===== config.mk =====
export PLATFORM = sky130hd
export DESIGN_NAME = bk_accumulate_stage
export DESIGN_NICKNAME = d
export VERILOG_FILES = /design/src/rtl/bk_pkg.sv /design/src/rtl/PPA_Brent_Kung_20bit.sv /design/src/rtl/bk_accumulate_stage.sv
export SDC_FILE = /design/constraint.sdc
export NUM_CORES = 1
export LEC_CHECK = 0
export BUFFER_PORTS_ARGS = -buffer_cell sky130_fd_sc_hd__buf_2
export CORE_AREA = 2 2 93 59
export CTS_CLUSTER_SIZE = 28
export DETAILED_ROUTE_END_ITERATION = 12
export DIE_AREA = 0 0 95 61
export PLACE_DENSITY = 0.75
export SETUP_SLACK_MARGIN = 0.4
export SLEW_MARGIN = 20
export SYNTH_ARGS = -nofsm -noshare
export SYNTH_HDL_FRONTEND = slang
export SYNTH_SLANG_ARGS = --single-unit

===== constraint.sdc =====
create_clock -name clk -period 2.8 [get_ports clk]
set_clock_uncertainty 0.05 [all_clocks]
set_input_delay 0 -clock clk [delete_from_list [all_inputs] [get_ports clk]]
set_output_delay 0 -clock clk [all_outputs]
set_load 0.005 [all_outputs]

===== src/rtl/bk_pkg.sv =====
`default_nettype none
// ============================================================================
// Module   : bk_pkg
// Purpose  : Shared widths and FSM state encoding for the accumulation stage.
// Revision : 1.0 - initial release
// ============================================================================
package bk_pkg;

  localparam int BK_WIDTH = 20;
  localparam int BK_CNT_W = 8;

  typedef enum logic [1:0] {
    ST_IDLE  = 2'd0,
    ST_ACCUM = 2'd1,
    ST_DONE  = 2'd2
  } bk_state_e;

endpackage
`default_nettype wire


===== src/rtl/PPA_Brent_Kung_20bit.sv =====
`default_nettype none
// ============================================================================
// Module   : PPA_Brent_Kung_20bit
// Purpose  : 20-bit parallel-prefix adder, Brent-Kung up-sweep/down-sweep tree.
// Revision : 1.0 - initial release
// ============================================================================
module PPA_Brent_Kung_20bit (
  input  logic [19:0] A,
  input  logic [19:0] B,
  input  logic        cin,
  output logic [19:0] S,
  output logic        cout
);

  localparam int N   = 20;
  localparam int LVL = 5;

  logic [N-1:0] w_gen;
  logic [N-1:0] w_prop;
  logic [N-1:0] w_gpfx;
  logic [N-1:0] w_ppfx;

  assign w_gen  = A & B;
  assign w_prop = A ^ B;

  // After the tree, w_gpfx[i] is the carry out of bit i (cin folded into bit 0).
  always_comb begin
    w_gpfx    = w_gen;
    w_ppfx    = w_prop;
    w_gpfx[0] = w_gen[0] | (w_prop[0] & cin);

    for (int l = 0; l < LVL; l++) begin
      for (int i = (1 << l); i < N; i++) begin
        if (((i + 1) % (1 << (l + 1))) == 0) begin
          w_gpfx[i] = w_gpfx[i] | (w_ppfx[i] & w_gpfx[i - (1 << l)]);
          w_ppfx[i] = w_ppfx[i] & w_ppfx[i - (1 << l)];
        end
      end
    end

    for (int l = LVL - 2; l >= 0; l--) begin
      for (int i = (1 << (l + 1)); i < N; i++) begin
        if (((i + 1) % (1 << (l + 1))) == (1 << l)) begin
          w_gpfx[i] = w_gpfx[i] | (w_ppfx[i] & w_gpfx[i - (1 << l)]);
          w_ppfx[i] = w_ppfx[i] & w_ppfx[i - (1 << l)];
        end
      end
    end
  end

  assign S    = w_prop ^ {w_gpfx[N-2:0], cin};
  assign cout = w_gpfx[N-1];

endmodule
`default_nettype wire


===== src/rtl/bk_accumulate_stage.sv =====
`default_nettype none
// ============================================================================
// Module   : bk_accumulate_stage
// Purpose  : Streams len operands through a Brent-Kung adder into an
//            accumulator, counting carry-outs for an exact extended result.
// Revision : 1.0 - initial release
// ============================================================================
module bk_accumulate_stage
  import bk_pkg::*;
#(
  parameter int WIDTH = BK_WIDTH,
  parameter int CNT_W = BK_CNT_W
) (
  input  logic             clk,
  input  logic             rst_n,
  input  logic             i_start,
  input  logic [CNT_W-1:0] i_len,
  input  logic             i_in_valid,
  output logic             o_in_ready,
  input  logic [WIDTH-1:0] i_in_data,
  output logic             o_out_valid,
  input  logic             i_out_ready,
  output logic [WIDTH-1:0] o_out_sum,
  output logic [CNT_W-1:0] o_out_carry,
  output logic             o_busy
);

  bk_state_e        r_state;
  bk_state_e        w_state_next;
  logic [WIDTH-1:0] r_acc;
  logic [CNT_W-1:0] r_carry_cnt;
  logic [CNT_W-1:0] r_remaining;
  logic [WIDTH-1:0] w_add_sum;
  logic             w_add_cout;
  logic             w_beat;
  logic             w_job_start;

  assign w_beat      = (r_state == ST_ACCUM) && i_in_valid;
  assign w_job_start = (r_state == ST_IDLE) && i_start;

  PPA_Brent_Kung_20bit u_adder (
    .A    (r_acc),
    .B    (i_in_data),
    .cin  (1'b0),
    .S    (w_add_sum),
    .cout (w_add_cout)
  );

  always_ff @(posedge clk or negedge rst_n) begin
    if (!rst_n) begin
      r_state <= ST_IDLE;
    end else begin
      r_state <= w_state_next;
    end
  end

  always_comb begin
    w_state_next = r_state;
    case (r_state)
      ST_IDLE: begin
        if (i_start) begin
          w_state_next = (i_len == '0) ? ST_DONE : ST_ACCUM;
        end
      end
      ST_ACCUM: begin
        if (w_beat && (r_remaining == CNT_W'(1))) begin
          w_state_next = ST_DONE;
        end
      end
      ST_DONE: begin
        if (i_out_ready) begin
          w_state_next = ST_IDLE;
        end
      end
      default: w_state_next = ST_IDLE;
    endcase
  end

  // Carry count cannot wrap: a job of len beats produces at most len-1 carries.
  always_ff @(posedge clk or negedge rst_n) begin
    if (!rst_n) begin
      r_acc       <= '0;
      r_carry_cnt <= '0;
      r_remaining <= '0;
    end else if (w_job_start) begin
      r_acc       <= '0;
      r_carry_cnt <= '0;
      r_remaining <= i_len;
    end else if (w_beat) begin
      r_acc       <= w_add_sum;
      r_carry_cnt <= r_carry_cnt + CNT_W'(w_add_cout);
      r_remaining <= r_remaining - CNT_W'(1);
    end
  end

  assign o_in_ready  = (r_state == ST_ACCUM);
  assign o_out_valid = (r_state == ST_DONE);
  assign o_busy      = (r_state != ST_IDLE);
  assign o_out_sum   = r_acc;
  assign o_out_carry = r_carry_cnt;

endmodule
`default_nettype wire


==> impl_metrics.ini <==
[run_status]
status = finished clean

[worst_setup_path]
required_ps = 2970
path_max_fanout = 3
arrival_ps = 2820
path_class = reg2reg
ff2ff_setup_slack_ps = 150
crit_path_start_kind = flip-flop
rr_startpoint = o_out_sum[0]
r2r_cells = 10
endpoint_kind = flip-flop
timing.rr.end = o_out_sum[19]

[routing]
via_per_inst = 5.388
first_pass_iters = 4
vias = 2252
wirelength_mm = 6.299
dr.first_iter.drc_count = 75
antenna_left = 0
wl_per_cell_um = 15.07
drc = 0

[grt]
grt_overflow = 0
grt_max_degree = 39
grt_antenna_before_repair = 0
grt_pass1_vias = 2237
grt_pass1_wl_mm = 10.51
grt.total_usage_pct = 24.09

[die]
io_pins = 64
die_h_um = 61
dieArea_sq_mm = 0.005795
core_sq_mm = 0.004930
row_count = 20
die_x_um = 95
start_util_pct = 51.24

[hold_path]
hold_start = i_in_valid
min_delay_path_depth = 4
whs_endpoint = r_state[0]
hold_path.class = in2reg

[sta]
period_minus_slack_ps = 2650
relSlewSlack_pct = 42.93
fin_crit_sh_pct = 94.66
setup_viol = 0
hold_viol_final = 0
slew_viol_final = 0
timing.fmax_ghz = 0.3773
tightest_slew_ps = 856.1
finalSetupTns_ps = 0
rsz0062_at_grt = yes

[clock_network]
clockBufferDepth = 2
htree_levels = 2
path_clk_slew_ps = 80
cts_made_buffers = 5
cts-root-buf = clkbuf_8
cts_sinks = 38
cts_tree = yes
worstSkewPairLatency_ps = 300

[layout]
drive_gt1_share_pct = 34.38
area_growth_pct = 33.98
n_antenna_cell = 0
final_cells = 418
postLayoutCoreUtil_pct = 68.65
fill_cells = 397
finalNetCount = 417
final_design_area_no_fill_sq_mm = 0.003385

[synth]
synth.distinct_cells = 45
synth_ff_type = dfrtp_1
yosys_warnings = 0
async_flop_share_pct = 100.0
ys_ff_latch = 38
synth-edff-count = 0
syn_inst = 263
synth_nets = 329
seq_area_frac_synth_pct = 37.64
avgSynthCellArea_sq_um = 9.605
syn_area_sq_mm = 0.002526

[pwr]
power_density_mw_per_mm2 = 849.6
leakage_nw = 1.615
ir_drop_mv = 0.4164

[placed_design]
io_buffers = 63
placed_area_sq_mm = 0.002960
place_inst = 387
dp_hpwl_mm = 4.547
place_congestion = 0.7910

[run]
max_cap_violations = 0
## cell usage in the layout (no fill, tap or decap), drive strengths merged, types with 2 or more instances in the layout
master	n
or3	3
nor3	2
nor4	2
buf	80
or4	2
o22ai	8
o211ai	3
o21a	2
nor3b	3
xnor2	10
a221o	3
xor2	7
a32oi	2
nor2	15
a211oi	2
a21oi	19
inv	25
ha	23
and2	2
a22o	4
o21ai	12
a21o	2
dlygate4sd3	10
a32o	2
clkbuf	6
nand2	33
dfrtp	38
nand3	4
nand4	3
fa	10
## worst max-delay path: stages (launching register included)
cell and delay, ps:
dfrtp_1 360, ha_2 200, fa_2 230, a211oi_2 80, o211a_1 260, or3_4 420
a32o_2 290, fa_2 360, xnor2_2 120, nand2_1 60, a21oi_1 140
## per-layer routing
metal | vias to the layer above | part of all wire (%) | GRT usage, %
met1 | 1088 | 48 | 33.04
met2 | 52 | 47 | 39.92
met4 | 0 | 0.60 | 4.555
met5 | - | 0 | 0
li1 | 1104 | - | -
met3 | 8 | 4.6 | 5.839
## cell type report
cell class	count	area (sq um)	share of cell area, %
Multi-Input combinational cell	191	1619	47.84
Clock buffer	6	82.58	2.440
Timing Repair Buffer	90	543.0	16.04
Inverter	25	93.84	2.773
Clock inverter	2	12.51	0.3697
Tap cell	66	82.58	2.440
Sequential cell	38	950.9	28.10
## sequential cells by signal, indices dropped and copies added (netlist names)
register,cells
o_out_sum,20
r_remaining,8
o_out_carry,8
r_state,2
## synthesized netlist by cell type, drive strengths merged, types with 2 or more instances
library cell	number	area share (%)
nand3	4	0.79
a21oi	19	3.8
or4	2	0.59
o211ai	3	0.89
a221o	3	1.2
nor3	2	0.40
nor4	2	0.50
buf	6	1.2
xnor2	10	3.5
o21a	2	0.59
nand2	33	5.0
a21o	2	0.59
dfrtp	38	38
o22ai	8	2.0
a211oi	2	0.59
clkbuf	3	0.45
nor2	15	2.2
and2	2	0.50
o21ai	12	2.4
a32o	2	0.79
ha	23	11
nor3b	3	1.1
xor2	7	2.4
inv	25	3.7
a22o	4	1.4
or3	3	0.94
a32oi	2	0.69
fa	10	7.9
nand4	3	0.74
## what timing repair did
action / CTS / global route
hold buffers: 10 / 0
resized for setup: 7 / 18
setup endpoints to repair: 17 / 20
endpoints found under the hold margin: 47 / 0
pin swaps: 3 / 15
buffers inserted: 6 / 7
## worst max-delay path by stage
stage,from,to,slack (ps),depth (start not counted)
2_1_floorplan,o_out_sum[15],o_out_sum[19],340,9
3_3_place_gp,o_out_sum[5],o_out_sum[18],250,7
3_5_place_dp,o_out_sum[5],o_out_sum[19],170,9
4_1_cts,o_out_sum[0],o_out_sum[19],190,10
5_1_grt,o_out_sum[5],o_out_carry[5],50,9
6_report,o_out_sum[0],o_out_sum[19],150,10
## kinds of logic (layout without fill, tap and decap cells)
| group | after synthesis | in the layout | share of synthesized area [%] |
|---|---|---|---|
| and+or+nand+nor | 77 | 77 | 15.26 |
| buffers and inverters | 34 | 123 | 5.349 |
| DFF | 38 | 38 | 37.64 |
| adders and majority gates | 33 | 33 | 19.32 |
| AOI/OAI and AO/OA | 64 | 64 | 16.54 |
| xor gates and xnor gates | 17 | 17 | 5.894 |
## where the power goes
part | total (mW) | switching, mW | internal (mW) | leakage (nW)
Combinational | 1.55 | 0.791 | 0.759 | 1.07
Clock | 0.410 | 0.211 | 0.198 | 0.0472
Sequential | 0.916 | 0.187 | 0.729 | 0.497
Total | 2.88 | 1.19 | 1.69 | 1.61
## through the flow
step	power [mW]	setup slack, ps	hold slack (ps)
finish	2.876	149.5	20.52
global route	3.161	45.81	49.37
CTS	2.748	186.2	14.41
detailed placement	2.253	168.7	117.4
global placement	2.199	254.6	115.9
floorplan	1.829	342.9	-345.6
Power figures use the tool's default switching activity.
